**config.mk**
```make
export PLATFORM = sky130hd
export DESIGN_NAME = simon_core_n
export DESIGN_NICKNAME = d
export VERILOG_FILES = /design/src/rtl/simon_core_n.sv
export SDC_FILE = /design/constraint.sdc
export NUM_CORES = 1
export LEC_CHECK = 0
export CAP_MARGIN = 20
export CORE_UTILIZATION = 45
export CTS_CLUSTER_SIZE = 14
export DETAILED_ROUTE_END_ITERATION = 6
export PLACE_DENSITY_LB_ADDON = 0.12
export SETUP_SLACK_MARGIN = 0.4
export SYNTH_ARGS = -nofsm -noshare
export SYNTH_HDL_FRONTEND = slang
export SYNTH_SLANG_ARGS = --single-unit
```
**constraint.sdc**
```tcl
create_clock -name clk -period 4.95 [get_ports clk]
set_input_delay 0.99 -clock clk [delete_from_list [all_inputs] [get_ports clk]]
set_output_delay 0.99 -clock clk [all_outputs]
set_load 0.01 [all_outputs]
```
**src/rtl/simon_core_n.sv**
```systemverilog
// Simon sequencer: plays a growing random sequence, checks the echoed keys, and tracks score and high score.
// Outputs are registered from the next state, so they change on the same edge as state; key_valid is taken only in USER_WAIT.
module simon_core_n #(
    parameter int          NUM_CH      = 4,
    parameter int          MAX_LEN     = 32,
    parameter int          SHOW_MS     = 300,
    parameter int          GAP_MS      = 100,
    parameter int          MIN_SHOW_MS = 100,
    parameter int          STEP_MS     = 20,
    parameter int          ECHO_MS     = 300,
    parameter int          TIMEOUT_MS  = 3000,
    parameter logic [15:0] LFSR_SEED   = 16'hACE1
) (
    input  logic              clk,
    input  logic              rst,
    input  logic [15:0]       clk_counter,
    input  logic              btn_start,
    input  logic              mode,
    input  logic              key_valid,
    input  logic [2:0]        key_idx,
    output logic [NUM_CH-1:0] led,
    output logic              tone_on,
    output logic [1:0]        tone_kind,
    output logic [2:0]        tone_ch,
    output logic [3:0]        state,
    output logic [7:0]        score,
    output logic [7:0]        high_score
);

    localparam int LW           = $clog2(MAX_LEN + 1);
    localparam int IW           = $clog2(MAX_LEN);
    localparam int INIT_MS      = 500;
    localparam int LVL_MS       = 500;
    localparam int PASS_TONE_MS = 300;
    localparam int END_TONE_MS  = 1000;

    typedef enum logic [3:0] {
        S_IDLE      = 4'd0,
        S_INIT      = 4'd1,
        S_PLAY      = 4'd2,
        S_GAP       = 4'd3,
        S_WAIT      = 4'd4,
        S_ECHO      = 4'd5,
        S_LVL       = 4'd6,
        S_GAME_OVER = 4'd7,
        S_WIN       = 4'd8
    } state_e;

    state_e            state_q, state_d;
    logic [15:0]       presc_q, presc_d;
    logic [11:0]       ms_q, ms_d;
    logic [12:0]       ms_now;
    logic              tick;
    logic [15:0]       lfsr_q, lfsr_d;
    logic [LW-1:0]     len_q, len_d;
    logic [IW-1:0]     idx_q, idx_d;
    logic [2:0]        key_q, key_d;
    logic [7:0]        score_q, score_d;
    logic [7:0]        hi_q, hi_d;
    logic [11:0]       show_q, show_d;
    logic              mode_q, mode_d;
    logic [NUM_CH-1:0] led_q, led_d;
    logic              tone_on_q, tone_on_d;
    logic [1:0]        kind_q, kind_d;
    logic [2:0]        ch_q, ch_d;

    logic [2:0]        seq_q [MAX_LEN];
    logic              seq_we;
    logic [IW-1:0]     seq_wa;
    logic [2:0]        new_step;
    logic [2:0]        idle_dark;
    logic              key_ok;
    logic              start;

    function automatic logic after_ms(input logic [12:0] now, input logic [12:0] lim);
        return now >= lim;
    endfunction

    function automatic logic [NUM_CH-1:0] onehot(input logic [2:0] c);
        return {{(NUM_CH-1){1'b0}}, 1'b1} << c;
    endfunction

    assign tick     = (presc_q == clk_counter);
    assign ms_now   = {1'b0, ms_q} + {12'd0, tick};
    assign lfsr_d   = {1'b0, lfsr_q[15:1]} ^ (lfsr_q[0] ? 16'hB400 : 16'h0000);
    assign new_step = 3'(32'(lfsr_q[7:0]) % NUM_CH);
    assign key_ok   = ({1'b0, key_idx} < 4'(NUM_CH));

    always_comb begin
        state_d = state_q;
        idx_d   = idx_q;
        len_d   = len_q;
        key_d   = key_q;
        score_d = score_q;
        show_d  = show_q;
        mode_d  = mode_q;
        seq_we  = 1'b0;
        seq_wa  = '0;
        start   = 1'b0;
        case (state_q)
            S_IDLE: if (btn_start) start = 1'b1;
            S_INIT: begin
                if (after_ms(ms_now, 13'(INIT_MS))) begin
                    state_d = S_PLAY;
                    idx_d   = '0;
                end
            end
            S_PLAY: if (after_ms(ms_now, {1'b0, show_q})) state_d = S_GAP;
            S_GAP: begin
                if (after_ms(ms_now, 13'(GAP_MS))) begin
                    if (LW'(idx_q) + 1'b1 == len_q) begin
                        state_d = S_WAIT;
                        idx_d   = '0;
                    end else begin
                        state_d = S_PLAY;
                        idx_d   = idx_q + 1'b1;
                    end
                end
            end
            S_WAIT: begin
                if (key_valid && key_ok) begin
                    key_d   = key_idx;
                    state_d = S_ECHO;
                end else if (after_ms(ms_now, 13'(TIMEOUT_MS))) begin
                    state_d = S_GAME_OVER;
                end
            end
            S_ECHO: begin
                if (after_ms(ms_now, 13'(ECHO_MS))) begin
                    if (key_q != seq_q[idx_q]) begin
                        state_d = S_GAME_OVER;
                    end else if (LW'(idx_q) + 1'b1 != len_q) begin
                        idx_d   = idx_q + 1'b1;
                        state_d = S_WAIT;
                    end else begin
                        score_d = (score_q == 8'hFF) ? score_q : score_q + 8'd1;
                        if (len_q == LW'(MAX_LEN)) begin
                            state_d = S_WIN;
                        end else begin
                            seq_we  = 1'b1;
                            seq_wa  = IW'(len_q);
                            len_d   = len_q + 1'b1;
                            state_d = S_LVL;
                        end
                    end
                end
            end
            S_LVL: begin
                if (after_ms(ms_now, 13'(LVL_MS))) begin
                    state_d = S_PLAY;
                    idx_d   = '0;
                    // Speed-up shortens by one step per level, so no multiply by length is needed.
                    if (mode_q) begin
                        show_d = (show_q >= 12'(MIN_SHOW_MS + STEP_MS)) ? show_q - 12'(STEP_MS)
                                                                       : 12'(MIN_SHOW_MS);
                    end
                end
            end
            S_GAME_OVER, S_WIN: if (btn_start) start = 1'b1;
            default: state_d = S_IDLE;
        endcase
        if (start) begin
            state_d = S_INIT;
            score_d = '0;
            len_d   = LW'(1);
            idx_d   = '0;
            seq_we  = 1'b1;
            seq_wa  = '0;
            show_d  = 12'(SHOW_MS);
            mode_d  = mode;
        end
    end

    always_comb begin
        hi_d = hi_q;
        if ((state_d == S_GAME_OVER || state_d == S_WIN) && state_d != state_q && score_d > hi_q)
            hi_d = score_d;
    end

    // The ms counter and prescaler restart together so every state gets whole milliseconds.
    always_comb begin
        presc_d = tick ? 16'd0 : presc_q + 16'd1;
        ms_d    = (tick && ms_q != 12'hFFF) ? ms_q + 12'd1 : ms_q;
        if (state_d != state_q) begin
            presc_d = '0;
            ms_d    = '0;
        end
    end

    assign idle_dark = 3'(32'(ms_d[9:8]) % NUM_CH);

    always_comb begin
        led_d     = '0;
        tone_on_d = 1'b0;
        kind_d    = 2'd0;
        ch_d      = 3'd0;
        case (state_d)
            S_IDLE: led_d = ~onehot(idle_dark);
            S_PLAY: begin
                ch_d      = seq_q[idx_d];
                led_d     = onehot(ch_d);
                tone_on_d = 1'b1;
            end
            S_ECHO: begin
                ch_d      = key_d;
                led_d     = onehot(ch_d);
                tone_on_d = 1'b1;
            end
            S_LVL: begin
                kind_d    = 2'd1;
                tone_on_d = (ms_d < 12'(PASS_TONE_MS));
            end
            S_GAME_OVER: begin
                kind_d    = 2'd2;
                tone_on_d = (ms_d < 12'(END_TONE_MS));
                led_d     = ms_d[7] ? '1 : '0;
            end
            S_WIN: begin
                kind_d    = 2'd3;
                tone_on_d = (ms_d < 12'(END_TONE_MS));
                led_d     = '1;
            end
            default: ;
        endcase
    end

    always_ff @(posedge clk or posedge rst) begin
        if (rst) begin
            state_q   <= S_IDLE;
            presc_q   <= '0;
            ms_q      <= '0;
            lfsr_q    <= LFSR_SEED;
            len_q     <= '0;
            idx_q     <= '0;
            key_q     <= '0;
            score_q   <= '0;
            hi_q      <= '0;
            show_q    <= 12'(SHOW_MS);
            mode_q    <= 1'b0;
            led_q     <= '0;
            tone_on_q <= 1'b0;
            kind_q    <= '0;
            ch_q      <= '0;
        end else begin
            state_q   <= state_d;
            presc_q   <= presc_d;
            ms_q      <= ms_d;
            lfsr_q    <= lfsr_d;
            len_q     <= len_d;
            idx_q     <= idx_d;
            key_q     <= key_d;
            score_q   <= score_d;
            hi_q      <= hi_d;
            show_q    <= show_d;
            mode_q    <= mode_d;
            led_q     <= led_d;
            tone_on_q <= tone_on_d;
            kind_q    <= kind_d;
            ch_q      <= ch_d;
        end
    end

    always_ff @(posedge clk) begin
        if (seq_we) seq_q[seq_wa] <= new_step;
    end

    assign led        = led_q;
    assign tone_on    = tone_on_q;
    assign tone_kind  = kind_q;
    assign tone_ch    = ch_q;
    assign state      = state_q;
    assign score      = score_q;
    assign high_score = hi_q;

endmodule

```
==> qor.txt, run 1 <==
Stages on worst setup path = 27
Post-synth top area cell = dfrtp_1
WP data arrival = 5.93 ns
Area share of the largest cell type after synthesis = 22.1%
Register area share after synthesis = 44.9%
Cell area power density = 233 nW/um^2
Fin Hold WS = 0.352 ns
Via count = 8,324
Post-DP HPWL = 19,100 um
CTS tree = built
Root Buffer = clkbuf_16
Drt wl/cell = 18.2 um
HP Class = flip-flop to flip-flop
Cells after Synth = 979
Tightest Pin Transition = 0.976 ns
Fill cells = 1,769
CTS H-tree lvls = 4
Vias in the first global route = 7,996
Die Area = 22,400 um^2
Top delay family on crit path = compound AO/OA/AOI/OAI gates
Final ANT Viol Nets = 0
Final wirelength = 26,900 um
Power Total = 3.08 mW
Pin count of the biggest net entering global routing = 51
Fin nets = 1,243
Post-synth EDFFs = 64
Mean Syn Cell Area = 10.0 um^2
Max FO, Critical Path = 5
Core area = 21,200 um^2
Row count = 53
Synth warnings = 0
Fin. max-slew vios = 0
Worst path bufs/invs = 8
Ys async rst share = 60.7%
Status = finished with violations
Buffers on Ports = 53
Max transition margin = 34.9%
Layout cells sized above 1 = 31.8%
Total gr overflow = 0
Ports = 54
Pre-CTS setup slack = -1.52 ns
CP max stage delay = 0.54 ns
Syn Nets = 1,031
Setup crit end kind = flip-flop
Lkg Pwr = 5.65 nW
DRT Pass-1 Iters = 5
Area Growth Syn to Fin = 34.5%
Post-route minimum period = 5.61 ns
Top_reg_cell synth = dfrtp_1
Number of setup violations in the final report = 41
Placed cell count = 1,412
Die H = 150 um
Worst Setup Path Type = primary input to flip-flop
Final setup margin = -0.662 ns
Top post-synthesis cells by area = dfrtp_1 22%, edfxtp_1 20%, mux2i_1 4.5%
Peak VDD IR = 0.203 mV
Max clock buf depth = 2
Max-cap viol count = 0
Number of CTS-inserted buffers = 17
Hold Path Depth = 0
RSZ-0062 raised after global routing = true
GP Congestion = 0.920
Worst path slowest cell = mux4_2
Fin crit share = 113%
Startpoint Class = primary input
Final Non-Filler Cells = 1,479
N_diodes = 0
Initial antenna violation count = 0
Gr usage total = 24.6%
Final hold vios = 0
DRT iter0 DRCs = 553
Clock slew at reported path FFs = 0.08 ns
First-pass GRT wire length = 42,300 um
Initial Utilization = 46.3%
FF-to-FF path depth = 26
Worst Clk Skew = 0.0147 ns
Clock sinks = 163
Via density = 5.63
Synth cell types = 95
DRC = 0
Clk Latency, worst-skew pair = 0.44 ns
CP required = 5.27 ns
Die X = 150 um
Failing checks = setup timing
#FFs+latches synth = 163
Most used cell, CP = buf_6
Post-layout util = 62.3%
Synthesized area = 9830 um^2
Highest clock rate = 178 MHz
==> Yosys cell counts, types with 4 or more instances <==
library cell / count
o22ai_1: 7
clkbuf_1: 16
buf_2: 17
and3_1: 15
a21oi_1: 36
buf_4: 10
mux2_2: 12
edfxtp_1: 64
dfstp_2: 12
mux2i_1: 44
nor3_1: 15
o2111ai_1: 5
xor2_1: 38
dfrtp_1: 87
xnor2_1: 42
and2_1: 9
a211o_1: 5
or3_1: 5
nor2b_1: 14
nand4_1: 20
a31oi_1: 10
nor4_1: 9
nand2b_1: 15
a21o_1: 6
a22oi_1: 15
nand2_1: 58
a211oi_1: 4
o21ai_1: 5
nor2_1: 117
a311o_1: 4
ha_1: 28
nand3_1: 55
o21a_1: 4
inv_1: 40
nand3b_1: 5
o21ai_0: 37
==> final cells by class <==
| type | instances | area (um^2) | share of cell area (%) |
|---|---|---|---|
| Clock buffer | 17 | 425 | 3.22 |
| Clock inverter | 15 | 181 | 1.37 |
| Inverter | 41 | 159 | 1.20 |
| Multi-Input combinational cell | 727 | 5610 | 42.5 |
| Sequential cell | 163 | 4420 | 33.4 |
| Tap cell | 275 | 344 | 2.60 |
| Timing Repair Buffer | 241 | 2080 | 15.7 |
==> flip-flops by register name (all words and copies together) (netlist names) <==
| register | count |
|---|---|
| seq_q | 64 |
| lfsr_q | 16 |
| presc_q | 16 |
| ms_q | 12 |
| show_q | 10 |
| high_score | 8 |
| score | 8 |
| len_q | 6 |
| idx_q | 5 |
| led | 4 |
| state | 4 |
| key_q | 3 |
| tone_ch | 3 |
| tone_kind | 2 |
| mode_q | 1 |
| tone_on | 1 |
==> cell families (layout without fill, tap and decap cells) <==
group	count (synthesis)	count (layout)	share of synthesized area (%)
compound gates	183	183	13.3
xor+xnor	80	80	7.13
fa+ha+maj	29	29	3.67
buf+inv	89	314	4.23
flops	163	163	44.9
mux	63	63	7.11
simple gates	372	372	19.7
==> layer usage <==
metal / vias up / GRT usage [%] / wire, um
li1: 4001 / - / -
met1: 4089 / 35.5 / 12800
met2: 210 / 38.2 / 12400
met3: 24 / 4.27 / 1370
met4: 0 / 6.36 / 320
met5: - / 0 / 0
==> power by group <==
part	internal [mW]	leakage (nW)	switching [mW]
registers	1.42	2.06	0.0243
logic	0.147	3.30	0.157
clock network	0.685	0.287	0.647
==> cell usage in the layout (no fill, tap or decap), types with 10 or more instances in the layout <==
cell type,count
buf_4,154
nor2_1,106
dfrtp_1,86
edfxtp_1,64
nand2_1,54
nand3_1,50
mux2i_1,40
inv_1,37
clkdlybuf4s50_1,37
xor2_1,36
xnor2_1,32
a21oi_1,29
buf_6,27
ha_1,25
o21ai_0,23
nand4_1,20
o21ai_1,17
clkbuf_16,17
a22oi_1,14
nor2b_1,13
and3_1,12
nand2b_1,12
dfstp_2,12
buf_2,11
nor3_1,10
a31oi_1,10
xnor2_2,10
==> worst paths after layout <==
check                                     from          end  slack [ns]
worst max-delay path            clk_counter[8]       led[3]       -0.66
worst min-delay path                 lfsr_q[3]    lfsr_q[2]        0.35
worst max register to register      presc_q[3]       led[3]       -0.47
worst min register to register       lfsr_q[3]    lfsr_q[2]        0.35
max in group asynchronous                  rst   lfsr_q[13]        3.08
min in group asynchronous                  rst  presc_q[11]        1.01
==> stage by stage <==
stage,instance area [um^2],setup TNS [ns]
floorplan,10000,-12.21
global placement,11800,-64.58
detailed placement,11800,-72.37
CTS,12800,-14.12
global route,13200,-25.49
finish,13200,-14.66
==> timing repair <==
action | in CTS | in global routing
gates resized for setup | 95 | 97
hold buffers | 0 | 0
setup endpoints to repair | 126 | 100
pin swaps | 42 | 43
gates cloned | 1 | 0
setup buffers | 21 | 13
No activity file was read; power rests on OpenSTA's default activity.
==> run 2: changes to the inputs <==
- CORE_UTILIZATION: 45 -> 55
==> qor.txt, run 2 (synthesis results as in run 1) <==
Clk Latency, worst-skew pair = 0.44 ns (about the same)
Final Non-Filler Cells = 1,395 (was 1,479)
CP required = 5.27 ns (about the same)
Buffers on Ports = 53 (unchanged)
Setup crit end kind = flip-flop (unchanged)
Status = finished with violations (unchanged)
Fin nets = 1,209 (was 1,243)
Via count = 8,421 (was 8,324)
Final wirelength = 26,700 um (was 26,900 um)
Number of CTS-inserted buffers = 17 (unchanged)
Clock slew at reported path FFs = 0.08 ns (about the same)
Clk pwr share = 43.4% (was 43.3%)
Reg area = 4420 um^2 (unchanged)
Power Total = 3.08 mW (about the same)
FF-to-FF End = led[2] (was led[3])
Leading cell type in the layout, fill and taps excluded = buf_4 (unchanged)
Initial antenna violation count = 0 (unchanged)
Final setup margin = -0.676 ns (was -0.662 ns)
Most frequent cells in the layout = 133 x buf_4, 109 x nor2_1, 86 x dfrtp_1 (was 154 x buf_4, 106 x nor2_1, 86 x dfrtp_1)
Hold Path Depth = 0 (unchanged)
WP data arrival = 5.95 ns (was 5.93 ns)
Row count = 48 (was 53)
Total gr overflow = 0 (unchanged)
Max clock buf depth = 2 (unchanged)
Combinational Power Share = 9.6% (was 9.9%)
Largest register FFs = 64 (unchanged)
Top delay family on crit path = simple AND/OR/NAND/NOR gates (was compound AO/OA/AOI/OAI gates)
Number of setup violations in the final report = 39 (was 41)
CP max stage delay = 0.37 ns (was 0.54 ns)
Failing checks = DRC, setup timing (was setup timing)
Max transition margin = 30.7% (was 34.9%)
Peak VDD IR = 0.248 mV (was 0.203 mV)
Worst path slowest cell = nor3_4 (was mux4_2)
Hold_sp = lfsr_q[3] (unchanged)
HP Class = flip-flop to flip-flop (unchanged)
RSZ-0062 raised after global routing = true (unchanged)
Cell area after layout = 12,800 um^2 (was 13,200 um^2)
Lkg Pwr = 5.46 nW (was 5.65 nW)
Placed cell count = 1,340 (was 1,412)
Setup TNS = -12.96 ns (was -14.66 ns)
Die X = 136 um (was 150 um)
DRT Pass-1 Iters = 7 (was 5)
Layout cells sized above 1 = 28.1% (was 31.8%)
Reg2reg setup slack = -0.55 ns (was -0.47 ns)
Worst Clk Skew = 0.0107 ns (was 0.0147 ns)
Most used cell, CP = buf_6 (unchanged)
Highest clock rate = 178 MHz (about the same)
Tightest Pin Transition = 1.04 ns (was 0.976 ns)
Die Area = 18,400 um^2 (was 22,400 um^2)
DRC = 1 (was 0)
Final hold vios = 0 (unchanged)
Fin crit share = 114% (was 113%)
Largest registers = seq_q x64, lfsr_q x16, presc_q x16 (unchanged)
GP Congestion = 0.970 (was 0.920)
Fin. max-slew vios = 0 (unchanged)
Post-layout util = 73.7% (was 62.3%)
DP Area = 11,600 um^2 (was 11,800 um^2)
CTS tree = built (unchanged)
Max-cap viol count = 0 (unchanged)
FF-to-FF path depth = 26 (unchanged)
Fin Hold WS = 0.347 ns (was 0.352 ns)
Initial Utilization = 56.6% (was 46.3%)
First-pass GRT wire length = 42,000 um (was 42,300 um)
Fill cells = 1,215 (was 1,769)
Area of the multi-input gates = 5530 um^2 (was 5610 um^2)
Die H = 136 um (was 150 um)
Cell area power density = 241 nW/um^2 (was 233 nW/um^2)
Worst R2R Start = presc_q[2] (was presc_q[3])
Via density = 6.04 (was 5.63)
Clock sinks = 163 (unchanged)
Root Buffer = clkbuf_16 (unchanged)
N_diodes = 0 (unchanged)
Post-DP HPWL = 18,500 um (was 19,100 um)
Pin count of the biggest net entering global routing = 74 (was 51)
Worst path bufs/invs = 8 (unchanged)
Vias in the first global route = 8,114 (was 7,996)
P_int = 2.25 mW (about the same)
Worst Setup Path Type = primary input to flip-flop (unchanged)
Startpoint Class = primary input (unchanged)
Max FO, Critical Path = 7 (was 5)
Post-route minimum period = 5.63 ns (was 5.61 ns)
Sw Ratio = 27.1% (was 26.9%)
Flop pwr share = 47.1% (was 46.9%)
Area Growth Syn to Fin = 30.1% (was 34.5%)
CTS H-tree lvls = 4 (unchanged)
Drt wl/cell = 19.2 um (was 18.2 um)
Pre-CTS setup slack = -1.53 ns (was -1.52 ns)
Hold EP = lfsr_q[2] (unchanged)
Core area = 17,400 um^2 (was 21,200 um^2)
Top reg by flops = seq_q (unchanged)
DRT iter0 DRCs = 733 (was 553)
Final ANT Viol Nets = 0 (unchanged)
Gr usage total = 29.8% (was 24.6%)
Ports = 54 (unchanged)
Sw Pwr = 0.834 mW (was 0.829 mW)
-- run 2: cell count changes in the layout (fill, tap and decap cells not counted), moves of 6 or more --
cell | before | now
o21ai_1 | 17 | 11
buf_6 | 27 | 20
buf_4 | 154 | 133
o21ai_0 | 23 | 29
-- run 2: worst max path at each step --
stage,cells after the start,endpoint,startpoint
3_3_place_gp,23,led[2],clk_counter[12]
6_report,27,led[2],clk_counter[2]
5_1_grt,30,high_score[7],clk_counter[2]
3_5_place_dp,23,led[3],clk_counter[12]
4_1_cts,26,led[3],clk_counter[13]
2_1_floorplan,26,high_score[3],clk_counter[8]
-- run 2: layout make-up --
class                      instances  share of cell area, %
inverter                          41                   1.22
clock inverter                    15                   1.37
sequential                       163                   34.5
clock buffer                      17                   3.33
timing repair buffer             207                   14.1
multi-input combinational        727                   43.2
tap                              225                   2.20
-- run 2: power by group through the flow --
| stage | logic, mW | clock network (mW) | registers (mW) |
|---|---|---|---|
| after floorplan | 0.152 | 0 | 1.47 |
| after global placement | 0.256 | 0 | 1.47 |
| after detailed placement | 0.266 | 0 | 1.47 |
| after CTS | 0.271 | 1.35 | 1.45 |
| after global routing | 0.318 | 1.40 | 1.45 |
| final | 0.294 | 1.34 | 1.45 |
-- run 2: per-layer routing --
metal | global-route usage, % | up-vias | share of wire (%)
li1 | - | 3940 | -
met1 | 40.5 | 4116 | 44
met2 | 46.9 | 306 | 47
met3 | 6.02 | 59 | 6.5
met4 | 11.3 | 0 | 2.8
met5 | 0 | - | 0
-- run 2: timing repair --
item                       4_1_cts  5_1_grt
setup buffers                   17        6
gates resized for setup        105       49
hold buffers                     0        0
pin swaps                       47       39
setup endpoints to repair      120       67
==> run 3: changes to the inputs <==
- RECOVER_POWER: default -> 100
==> qor.txt, run 3 (synthesis results as in run 1) <==
Status = finished with violations (unchanged)
Failing checks = capacitance limit, slew limit, setup timing (was DRC, setup timing)
Root Buffer = clkbuf_16 (unchanged)
Worst R2R Start = presc_q[2] (unchanged)
Vias in the first global route = 8,114 (unchanged)
Hold Path Depth = 0 (unchanged)
Worst Setup Path Type = primary input to flip-flop (unchanged)
Ports = 54 (unchanged)
Combinational Power Share = 9.5% (was 9.6%)
Hold_sp = lfsr_q[3] (unchanged)
CTS H-tree lvls = 4 (unchanged)
Met3 WL post-DR = 1650 um (was 1730 um)
Highest Signal Layer = met4 (unchanged)
Met1 Wirelength = 11,800 um (was 11,700 um)
Max FO, Critical Path = 7 (unchanged)
Top reg by flops = seq_q (unchanged)
Total gr overflow = 0 (unchanged)
DRC = 0 (was 1)
Reg2reg setup slack = -0.55 ns (about the same)
Pre-CTS setup slack = -1.53 ns (unchanged)
Final Non-Filler Cells = 1,395 (unchanged)
GP Congestion = 0.970 (unchanged)
FF-to-FF path depth = 26 (unchanged)
Largest register FFs = 64 (unchanged)
Fin nets = 1,209 (unchanged)
WP data arrival = 5.94 ns (was 5.95 ns)
Layout cells sized above 1 = 27.9% (was 28.1%)
Lkg Pwr = 5.45 nW (was 5.46 nW)
DP Area = 11,600 um^2 (unchanged)
Tightest Pin Transition = 2.87 ns (was 1.04 ns)
Peak VDD IR = 0.250 mV (was 0.248 mV)
Setup crit end kind = flip-flop (unchanged)
Clk pwr share = 43.4% (about the same)
Placed cell count = 1,340 (unchanged)
Final hold vios = 0 (unchanged)
Final ANT Viol Nets = 0 (unchanged)
Fin. max-slew vios = 74 (was 0)
Final wirelength = 26,800 um (was 26,700 um)
Die X = 136 um (unchanged)
Via count = 8,426 (was 8,421)
Worst Clk Skew = 0.0116 ns (was 0.0107 ns)
Hold EP = lfsr_q[2] (unchanged)
Post-layout util = 73.7% (about the same)
Post-route minimum period = 5.62 ns (was 5.63 ns)
HP Class = flip-flop to flip-flop (unchanged)
RSZ-0062 raised after global routing = true (unchanged)
Largest registers = seq_q x64, lfsr_q x16, presc_q x16 (unchanged)
Max-cap viol count = 1 (was 0)
Cell area after layout = 12,800 um^2 (about the same)
Die H = 136 um (unchanged)
Most frequent cells in the layout = 132 x buf_4, 109 x nor2_1, 86 x dfrtp_1 (was 133 x buf_4, 109 x nor2_1, 86 x dfrtp_1)
CP required = 5.27 ns (about the same)
P_int = 2.25 mW (about the same)
Initial Utilization = 56.6% (unchanged)
Flop pwr share = 47.1% (about the same)
N_diodes = 0 (unchanged)
Gr usage total = 29.8% (unchanged)
DR WL met2 = 12,600 um (about the same)
Pin count of the biggest net entering global routing = 74 (unchanged)
Cell area power density = 241 nW/um^2 (about the same)
Via density = 6.04 (about the same)
Clock sinks = 163 (unchanged)
Die Area = 18,400 um^2 (unchanged)
CTS tree = built (unchanged)
Fin crit share = 114% (about the same)
FF-to-FF End = led[2] (unchanged)
Max clock buf depth = 2 (unchanged)
Sw Pwr = 0.836 mW (was 0.834 mW)
Sw Ratio = 27.1% (about the same)
Final setup margin = -0.670 ns (was -0.676 ns)
Row count = 48 (unchanged)
Number of setup violations in the final report = 39 (unchanged)
Clk Latency, worst-skew pair = 0.45 ns (was 0.44 ns)
Clock slew at reported path FFs = 0.08 ns (about the same)
Drt wl/cell = 19.2 um (about the same)
Core area = 17,400 um^2 (unchanged)
Power Total = 3.08 mW (about the same)
Hold Buf Count CTS = 0 (unchanged)
Post-DP HPWL = 18,500 um (unchanged)
DRT Pass-1 Iters = 6 (was 7)
Area Growth Syn to Fin = 30.0% (was 30.1%)
Initial antenna violation count = 0 (unchanged)
Startpoint Class = primary input (unchanged)
Max transition margin = -91.1% (was 30.7%)
First-pass GRT wire length = 42,000 um (unchanged)
DRT iter0 DRCs = 742 (was 733)
Number of CTS-inserted buffers = 17 (unchanged)
Leading cell type in the layout, fill and taps excluded = buf_4 (unchanged)
Highest clock rate = 178 MHz (about the same)
Buffers on Ports = 53 (unchanged)
[run 3: area by class of cell]
type                    count  area, um^2
clock buffers              17         425
clock inverters            15         175
fillers                  1218        4570
inverters                  41         154
multi-input cells         727        5530
flip-flops and latches    163        4420
well taps                 225         282
repair buffers            207        1800
[run 3: worst max-delay path: stages]
cell	delay (ns)
buf_6	0.10
xnor2_2	0.16
nand4_1	0.15
nor4_2	0.32
buf_4	0.19
ha_4	0.14
ha_4	0.18
nand2_2	0.08
buf_6	0.17
o21ai_4	0.14
buf_6	0.11
and2_4	0.14
a41oi_4	0.13
nor3_4	0.37
buf_4	0.17
nor4_2	0.04
buf_4	0.18
o211a_4	0.24
nor3_4	0.21
buf_6	0.15
buf_12	0.11
mux2_4	0.30
o211ai_1	0.22
nand4_1	0.23
o22ai_4	0.27
o22ai_2	0.12
a221o_1	0.32
[run 3: stage by stage]
| stage | hold slack (ns) | TNS [ns] |
|---|---|---|
| floorplan | 0.331 | -12.21 |
| global placement | 0.333 | -51.78 |
| detailed placement | 0.340 | -68.42 |
| CTS | 0.352 | -10.67 |
| global route | 0.354 | -19.31 |
| finish | 0.347 | -12.82 |
[run 3: how the worst max path moves through the flow]
| stage | slack (ns) | cells after the start | endpoint | start |
|---|---|---|---|---|
| floorplan | -0.72 | 26 | high_score[3] | clk_counter[8] |
| global placement | -1.39 | 23 | led[2] | clk_counter[12] |
| detailed placement | -1.53 | 23 | led[3] | clk_counter[12] |
| CTS | -0.54 | 26 | led[3] | clk_counter[13] |
| global route | -0.90 | 30 | high_score[7] | clk_counter[2] |
| finish | -0.67 | 27 | led[2] | clk_counter[2] |
[run 3: power groups by stage]
stage	logic (mW)	registers, mW	clock network [mW]
after floorplan	0.152	1.47	0
after global placement	0.256	1.47	0
after detailed placement	0.266	1.47	0
after CTS	0.271	1.45	1.35
after global routing	0.317	1.45	1.40
final	0.294	1.45	1.34
[run 3: what timing repair did]
action	4_1_cts	5_1_grt
resized for setup	105	49
pin swaps	47	39
endpoints found under the setup margin	120	67
setup buffers	17	6
[run 3: routing by layer]
layer / up-vias / GRT usage, %
met4: 0 / 11.3
met2: 309 / 46.9
met3: 51 / 6.02
met1: 4129 / 40.5
met5: - / 0
li1: 3937 / -
